[src/rtl/mem_access_ctrl.sv]
// Single-request memory access controller: request/response handshake on one side, one-cycle
// read/write strobes on the memory side. Define MEM_ACCESS_CTRL_TIMEOUT_EN to abort stalled reads.
module mem_access_ctrl #(
    parameter int unsigned TIMEOUT_CYC = 16
) (
    input  logic        clk,
    input  logic        reset_n,
    input  logic        req_valid,
    output logic        req_ready,
    input  logic        req_write,
    input  logic [31:0] req_addr,
    input  logic [31:0] req_wdata,
    output logic        rsp_valid,
    input  logic        rsp_ready,
    output logic [31:0] rsp_rdata,
    output logic        rsp_err,
    output logic        write,
    output logic        read,
    output logic [31:0] addr,
    output logic [31:0] wdata,
    input  logic [31:0] rdata,
    input  logic        rvalid
);

    typedef enum logic [2:0] {
        IDLE,
        WR,
        RD,
        RD_WAIT,
        RSP
    } state_t;

    state_t state;

`ifdef MEM_ACCESS_CTRL_TIMEOUT_EN
    logic [7:0] timeout_cnt;
`else
    // Without the timeout build a read can never fail; the expression is 0 for every legal TIMEOUT_CYC.
    assign rsp_err = (TIMEOUT_CYC < 2) || (TIMEOUT_CYC > 255);
`endif

    // The request is captured straight into the memory-side address/data registers at handshake,
    // so the strobe cycle already presents the captured values.
    always_ff @(posedge clk or negedge reset_n) begin
        if (!reset_n) begin
            state     <= IDLE;
            req_ready <= 1'b0;
            rsp_valid <= 1'b0;
            rsp_rdata <= '0;
            write     <= 1'b0;
            read      <= 1'b0;
            addr      <= '0;
            wdata     <= '0;
`ifdef MEM_ACCESS_CTRL_TIMEOUT_EN
            rsp_err     <= 1'b0;
            timeout_cnt <= '0;
`endif
        end else begin
            write <= 1'b0;
            read  <= 1'b0;
            case (state)
                IDLE: begin
                    if (req_valid && req_ready) begin
                        req_ready <= 1'b0;
                        addr      <= req_addr;
                        if (req_write) begin
                            wdata <= req_wdata;
                            write <= 1'b1;
                            state <= WR;
                        end else begin
                            read  <= 1'b1;
                            state <= RD;
                        end
                    end else begin
                        req_ready <= 1'b1;
                    end
                end
                WR: begin
                    rsp_valid <= 1'b1;
                    rsp_rdata <= '0;
`ifdef MEM_ACCESS_CTRL_TIMEOUT_EN
                    rsp_err   <= 1'b0;
`endif
                    state     <= RSP;
                end
                RD: begin
`ifdef MEM_ACCESS_CTRL_TIMEOUT_EN
                    timeout_cnt <= '0;
`endif
                    state <= RD_WAIT;
                end
                RD_WAIT: begin
                    if (rvalid) begin
                        rsp_valid <= 1'b1;
                        rsp_rdata <= rdata;
`ifdef MEM_ACCESS_CTRL_TIMEOUT_EN
                        rsp_err   <= 1'b0;
`endif
                        state     <= RSP;
                    end
`ifdef MEM_ACCESS_CTRL_TIMEOUT_EN
                    else if (timeout_cnt == 8'(TIMEOUT_CYC - 1)) begin
                        rsp_valid <= 1'b1;
                        rsp_rdata <= '0;
                        rsp_err   <= 1'b1;
                        state     <= RSP;
                    end else begin
                        timeout_cnt <= timeout_cnt + 8'd1;
                    end
`endif
                end
                RSP: begin
                    if (rsp_ready) begin
                        rsp_valid <= 1'b0;
                        req_ready <= 1'b1;
                        state     <= IDLE;
                    end
                end
                default: begin
                    state <= IDLE;
                end
            endcase
        end
    end

endmodule

[config.mk]
export PLATFORM = sky130hd
export DESIGN_NAME = mem_access_ctrl
export DESIGN_NICKNAME = d
export VERILOG_FILES = /design/src/rtl/mem_access_ctrl.sv
export SDC_FILE = /design/constraint.sdc
export NUM_CORES = 1
export LEC_CHECK = 0
export CAP_MARGIN = 20
export CORE_ASPECT_RATIO = 1.2
export CORE_UTILIZATION = 40
export DETAILED_ROUTE_END_ITERATION = 16
export PLACE_DENSITY = 0.83
export SETUP_SLACK_MARGIN = 0.5
export SLEW_MARGIN = 5
export SYNTH_ARGS = -nofsm -noshare
export SYNTH_HDL_FRONTEND = slang
export SYNTH_SLANG_ARGS = --single-unit
[constraint.sdc]
create_clock -name clk -period 2 [get_ports clk]
set_clock_uncertainty 0.05 [all_clocks]
set_input_delay 0.5 -clock clk [delete_from_list [all_inputs] [get_ports clk]]
set_output_delay 0.5 -clock clk [all_outputs]
set_load 0.005 [all_outputs]
After elaboration in Yosys (flattened, before gate mapping)
Cells that the tools add are included.
Cells by class
  add/subtract/negate cells: 0
  bitwise operators: 0
  shifts and indexed selects: 0
  divide/modulo/power cells: 0
  reductions and logical operators: 11
  magnitude comparators: 0
  muxes and demuxes: 19
  equal/unequal tests: 7
  multipliers: 0
Operators by type and width (number)
  $pmux W32 S2: 1
  $mux W32: 1
  $pmux W3 S5: 1
  $mux W1: 10
  $mux W3: 3
  $reduce_and A3 Y1: 3
  $eq A3 B2 Y1 const B: 2
  $ne A2 B2 Y1 const B: 3
  $reduce_and A2 Y1: 3
  $reduce_bool A2 Y1: 2
  $eq A3 B1 Y1 const B: 1
  $eq A3 B3 Y1 const B: 1
  $logic_not A3 Y1: 1
  $pmux W1 S3: 1
  $reduce_bool A3 Y1: 1
  $mux W2: 1
  $pmux W1 S2: 1
  $logic_and A1 B1 Y1: 1
Word-level totals
  bits in latches: 0
  memory bits (writable): 0
  ROM bits: 0
  memories kept: 0
  input port bits: 102
  word-level logic and storage cells: 45
  bits in registers: 103

Logic depth before layout (Yosys ltp)
  depth in word-level cells: 3
  mapped depth: 5

Worst setup path after synthesis
OpenSTA, ideal clock, no wires.
  kind: input port to flip-flop
  start: in req_valid
  end: reg addr[0]
  arrival: 1326 ps
  required time: 1823 ps
  setup slack: 496 ps
  buffers on the path: 1
  cell stages on the path: 4
  cell sequence: and3b_2 -> nand2_2 -> buf_6 -> mux2_1
On the way
  cells in the longest elaborated chain, start to end: 2
RTL lines
  start, declared: line 8  | input logic req_valid,
  $logic_and A1 B1 Y1: line 63  | if (req_valid && req_ready) begin
  $reduce_and A2 Y1 (no line)
  end signal, assigned: line 65  | addr <= req_addr;
  end, declared: line 19  | output logic [31:0] addr,
No other way between the ends.
A chain may end at the register's enable or synchronous reset.

Worst setup path after layout
  start: reg state[2]
  end: reg wdata[5]
On the way
  cells in the longest elaborated chain, start to end: 2
RTL lines
  start, declared: line 33  | state_t state;
  start signal, assigned: line 46  | state <= IDLE;
  start signal, assigned: line 69  | state <= WR;
  start signal, assigned: line 72  | state <= RD;
  $logic_not A3 Y1: line 61  | case (state)
  $reduce_and A3 Y1 (no line)
  end signal, assigned: line 67  | wdata <= req_wdata;
  end, declared: line 20  | output logic [31:0] wdata,
No other way between the ends.

==> summary.md <==
The flow ran to the end, and the final reports show no timing, DRC or antenna violations. The logs give 625 for the number of nets in the final layout and 103 for the count of clock tree sinks. For this run, the detailed router's first-pass iteration total came to 4. TritonCTS built the clock tree. The number of DRC violations after detailed-routing iteration 0 was 78. By instance count, the leading cell after synthesis is dfrtp_1. Ranked by total cell area, the synthesized netlist is headed by dfrtp_1 65%, mux2_4 11%, mux2_1 9.1%. The number of hold violations in the final report came out at 0.

After detailed routing, the number of remaining DRC violations is 0. The placeable core area was 9560 um2; the flip-flop and latch count after synthesis was 103. The worst-path maximum fanout was 8; the final-layout fill cell count was 628. The post-synthesis async set-or-reset flop share works out to 100%. Across all setup checks in the final design, the least slack found is 386 ps. The routed layout has 3,142 vias. The via count of the first global-routing pass came out at 3,481. When the netlist entered floorplanning its net count stood at 342.

The largest total area in the synthesized netlist belongs to dfrtp_1. The run gives 2580 um2 as the area occupied by registers. The area share of the largest cell type after synthesis came out at 65.0%. The worst setup path is launched from a flip-flop. For the total wire length, the log shows 11,800 um. The worst path needs 1610 ps of the cycle, external delays included.

The run gives 619 MHz as the highest clock rate. The logs give 22.9% for the aggregate global-route resource usage and 2 for the maximum buffer depth of the clock tree. Entering global routing, the biggest net connects 43 pins.

The total overflow left after global routing is 0. Summed over all failing endpoints, the final setup total negative slack is 0 ps. The run gives 0 as the final count of pins violating max slew. The number of antenna violations at the first check in global routing came out at 0.

After clock tree synthesis, the clock-pin slew on the worst setup and hold paths is 70 ps. In this run the worst hold path is classified as input pin to asynchronous set/reset pin. In the final layout, the share of cells above drive strength 1 is 50.4%. The sequential cell area fraction in the yosys report was 65.0%. The number of buffers inserted during clock tree synthesis is 9. Fraction of the cycle the final worst path needs: 80.7%.

In this run the tool buffered the top-level ports with 201 buffer cells. Synthesis produced 240 cells. The cell area that synthesis handed to floorplanning was 3970 um2. Setup violations remaining at the end of the flow were counted as 0.

The total of max-cap violations is 0. The number of synthesized flops with an enable pin was 0; the overall die height was 111 um. The core occupancy in the finished layout is 73.4%, and the routing usage on met3 is 5.21%. The area taken by multi-input logic gates came out at 1420 um2. The logs give 40.9% for the met2 track demand over resource and 0.681 for the final estimated routing congestion in global placement. The critical path is of the flip-flop to flip-flop type. The count of nets left with antenna violations once routing finished came out at 0. For this design the top-level I/O count stands at 203. The tools report the worst voltage drop across the vdd grid as 0.759 mV.

The number of hold buffers added after CTS is 0. The initial utilization of the core area, before any placement, comes to 41.5%. CTS placed an instance of clkbuf_16 at the clock tree root. The floorplan has 39 rows. By count the netlist is led by 103 x dfrtp_1, 33 x a22o_1, 32 x mux2_1, 29 x mux2_4, 6 x buf_6. The detailed-route vias per instance was 4.83; the level count of the clock H-tree was 3. The most frequently used flop master after synthesis was dfrtp_1. The area growth from synthesis to layout is 77.0%. Summed over all nets, the half-perimeter wirelength after detailed placement is 7160 um.

The later pin in the worst-skew pair is clocked with a latency of 340 ps. The number of warning messages in the yosys log came out at 0. Number of unique standard cell types used by synthesis: 29.

The floorplan die width works out to 92.9 um. Global routing used 25.7% of the available met1 tracks. Setup repair after global routing could not meet its margin everywhere.

Data on the critical path is required at its endpoint by 2180 ps. The tools report the standby leakage power as 3.63 nW. In this run the power density over the cells is 1530 nW/um2. Dividing the synthesized area by the synthesized cell count gives 16.5 um2. The tools report the total die area as 10,300 um2.

Kind of end point of the critical path: a flip-flop. Timing analysis after detailed placement gives a worst setup slack of -35.3 ps. The routing layer with the top usage in global route was met2. Average routed wire per standard cell: 18.1 um.

The first global-routing pass estimated 18,000 um of wire. For the number of diodes added for antenna fixing, the log shows 0. Data on the critical path arrives at its endpoint at 1800 ps.
==> path summary, 6_finish.rpt <==
check                                                from                        end  slack (ps)  depth (start not counted)
worst max register to register       state[2]$_DFFE_PN0P_       wdata[5]$_DFFE_PN0P_         390                          6
worst min register to register  rsp_rdata[15]$_DFFE_PN0P_  rsp_rdata[15]$_DFFE_PN0P_         460                          1
max in group asynchronous                         reset_n       state[0]$_DFFE_PN0P_        1280                          2
min in group clk                rsp_rdata[15]$_DFFE_PN0P_  rsp_rdata[15]$_DFFE_PN0P_         460                          1
worst min-delay path                              reset_n        addr[5]$_DFFE_PN0P_          40                          1
worst max-delay path                 state[2]$_DFFE_PN0P_       wdata[5]$_DFFE_PN0P_         390                          6
==> stage by stage <==
step	cell area [um2]	std cells	hold slack (ps)	power [mW]
6_report	7020	651	39.8	10.7
3_5_place_dp	6180	559	414	7.74
3_3_place_gp	6180	559	415	7.58
5_1_grt	7020	651	69.4	11.3
2_1_floorplan	3970	240	154	5.17
4_1_cts	7070	627	49.4	10.4
==> flip-flops by register name (all words and copies together) (netlist names) <==
name and flops:
rsp_valid 1, write 1, state 3, req_ready 1, read 1, rsp_rdata 32, wdata 32, addr 32
==> timing repair <==
action,CTS,global route
setup buffers,45,24
setup endpoints to repair,164,167
cloned,7,0
pin swaps,1,0
gates resized for setup,280,96
==> worst max-delay path: stages (launching register included) <==
cell and delay (ps):
dfrtp_2 400, and3b_2 260, buf_6 110, nand3_4 100
buf_6 150, buf_16 140, mux2_4 290
==> routing by layer <==
| layer | vias to the layer above | part of all wire [%] |
|---|---|---|
| met2 | 141 | 53 |
| met3 | 23 | 5.6 |
| li1 | 1430 | - |
| met5 | - | 0 |
| met1 | 1548 | 38 |
| met4 | 0 | 2.8 |
==> power breakdown <==
part / leakage, nW / internal [mW] / total (mW) / switching, mW
clock network: 0.182 / 1.42 / 2.19 / 0.770
registers: 1.28 / 3.08 / 3.67 / 0.592
logic: 2.16 / 3.26 / 4.88 / 1.62
==> layout by cell type (no fill, tap or decap), types with 2 or more instances in the layout <==
master / count
buf_4: 63
bufinv_16: 4
dlygate4sd2_1: 2
dfrtp_2: 2
clkbuf_8: 2
a22o_1: 33
clkdlybuf4s50_1: 99
dfrtp_1: 101
buf_6: 7
clkdlybuf4s15_1: 8
nand2_1: 2
mux2_4: 63
clkbuf_2: 60
clkbuf_16: 9
buf_16: 7
buf_12: 9
a21oi_1: 3
buf_2: 31
nor2_1: 2
inv_1: 3
==> layout make-up <==
cell class,instances,share of cell area (%)
clock buffers,11,3.60
clock inverters,5,1.82
inverters,4,0.214
multi-input cells,119,20.2
flip-flops and latches,103,36.8
well taps,123,2.19
repair buffers,286,35.2
==> kinds of logic (layout without fill, tap and decap cells) <==
| kind of cell | Yosys count | count (layout) | synth area share [%] |
|---|---|---|---|
| flip-flops | 103 | 103 | 65.0 |
| multiplexers | 64 | 64 | 20.9 |
| AO/OA/AOI/OAI | 42 | 42 | 8.80 |
| buffers and inverters | 18 | 306 | 3.09 |
| AND/OR/NAND/NOR | 12 | 12 | 2.11 |
| other | 1 | 1 | 0.0945 |
No activity file was read; power rests on OpenSTA's default activity.
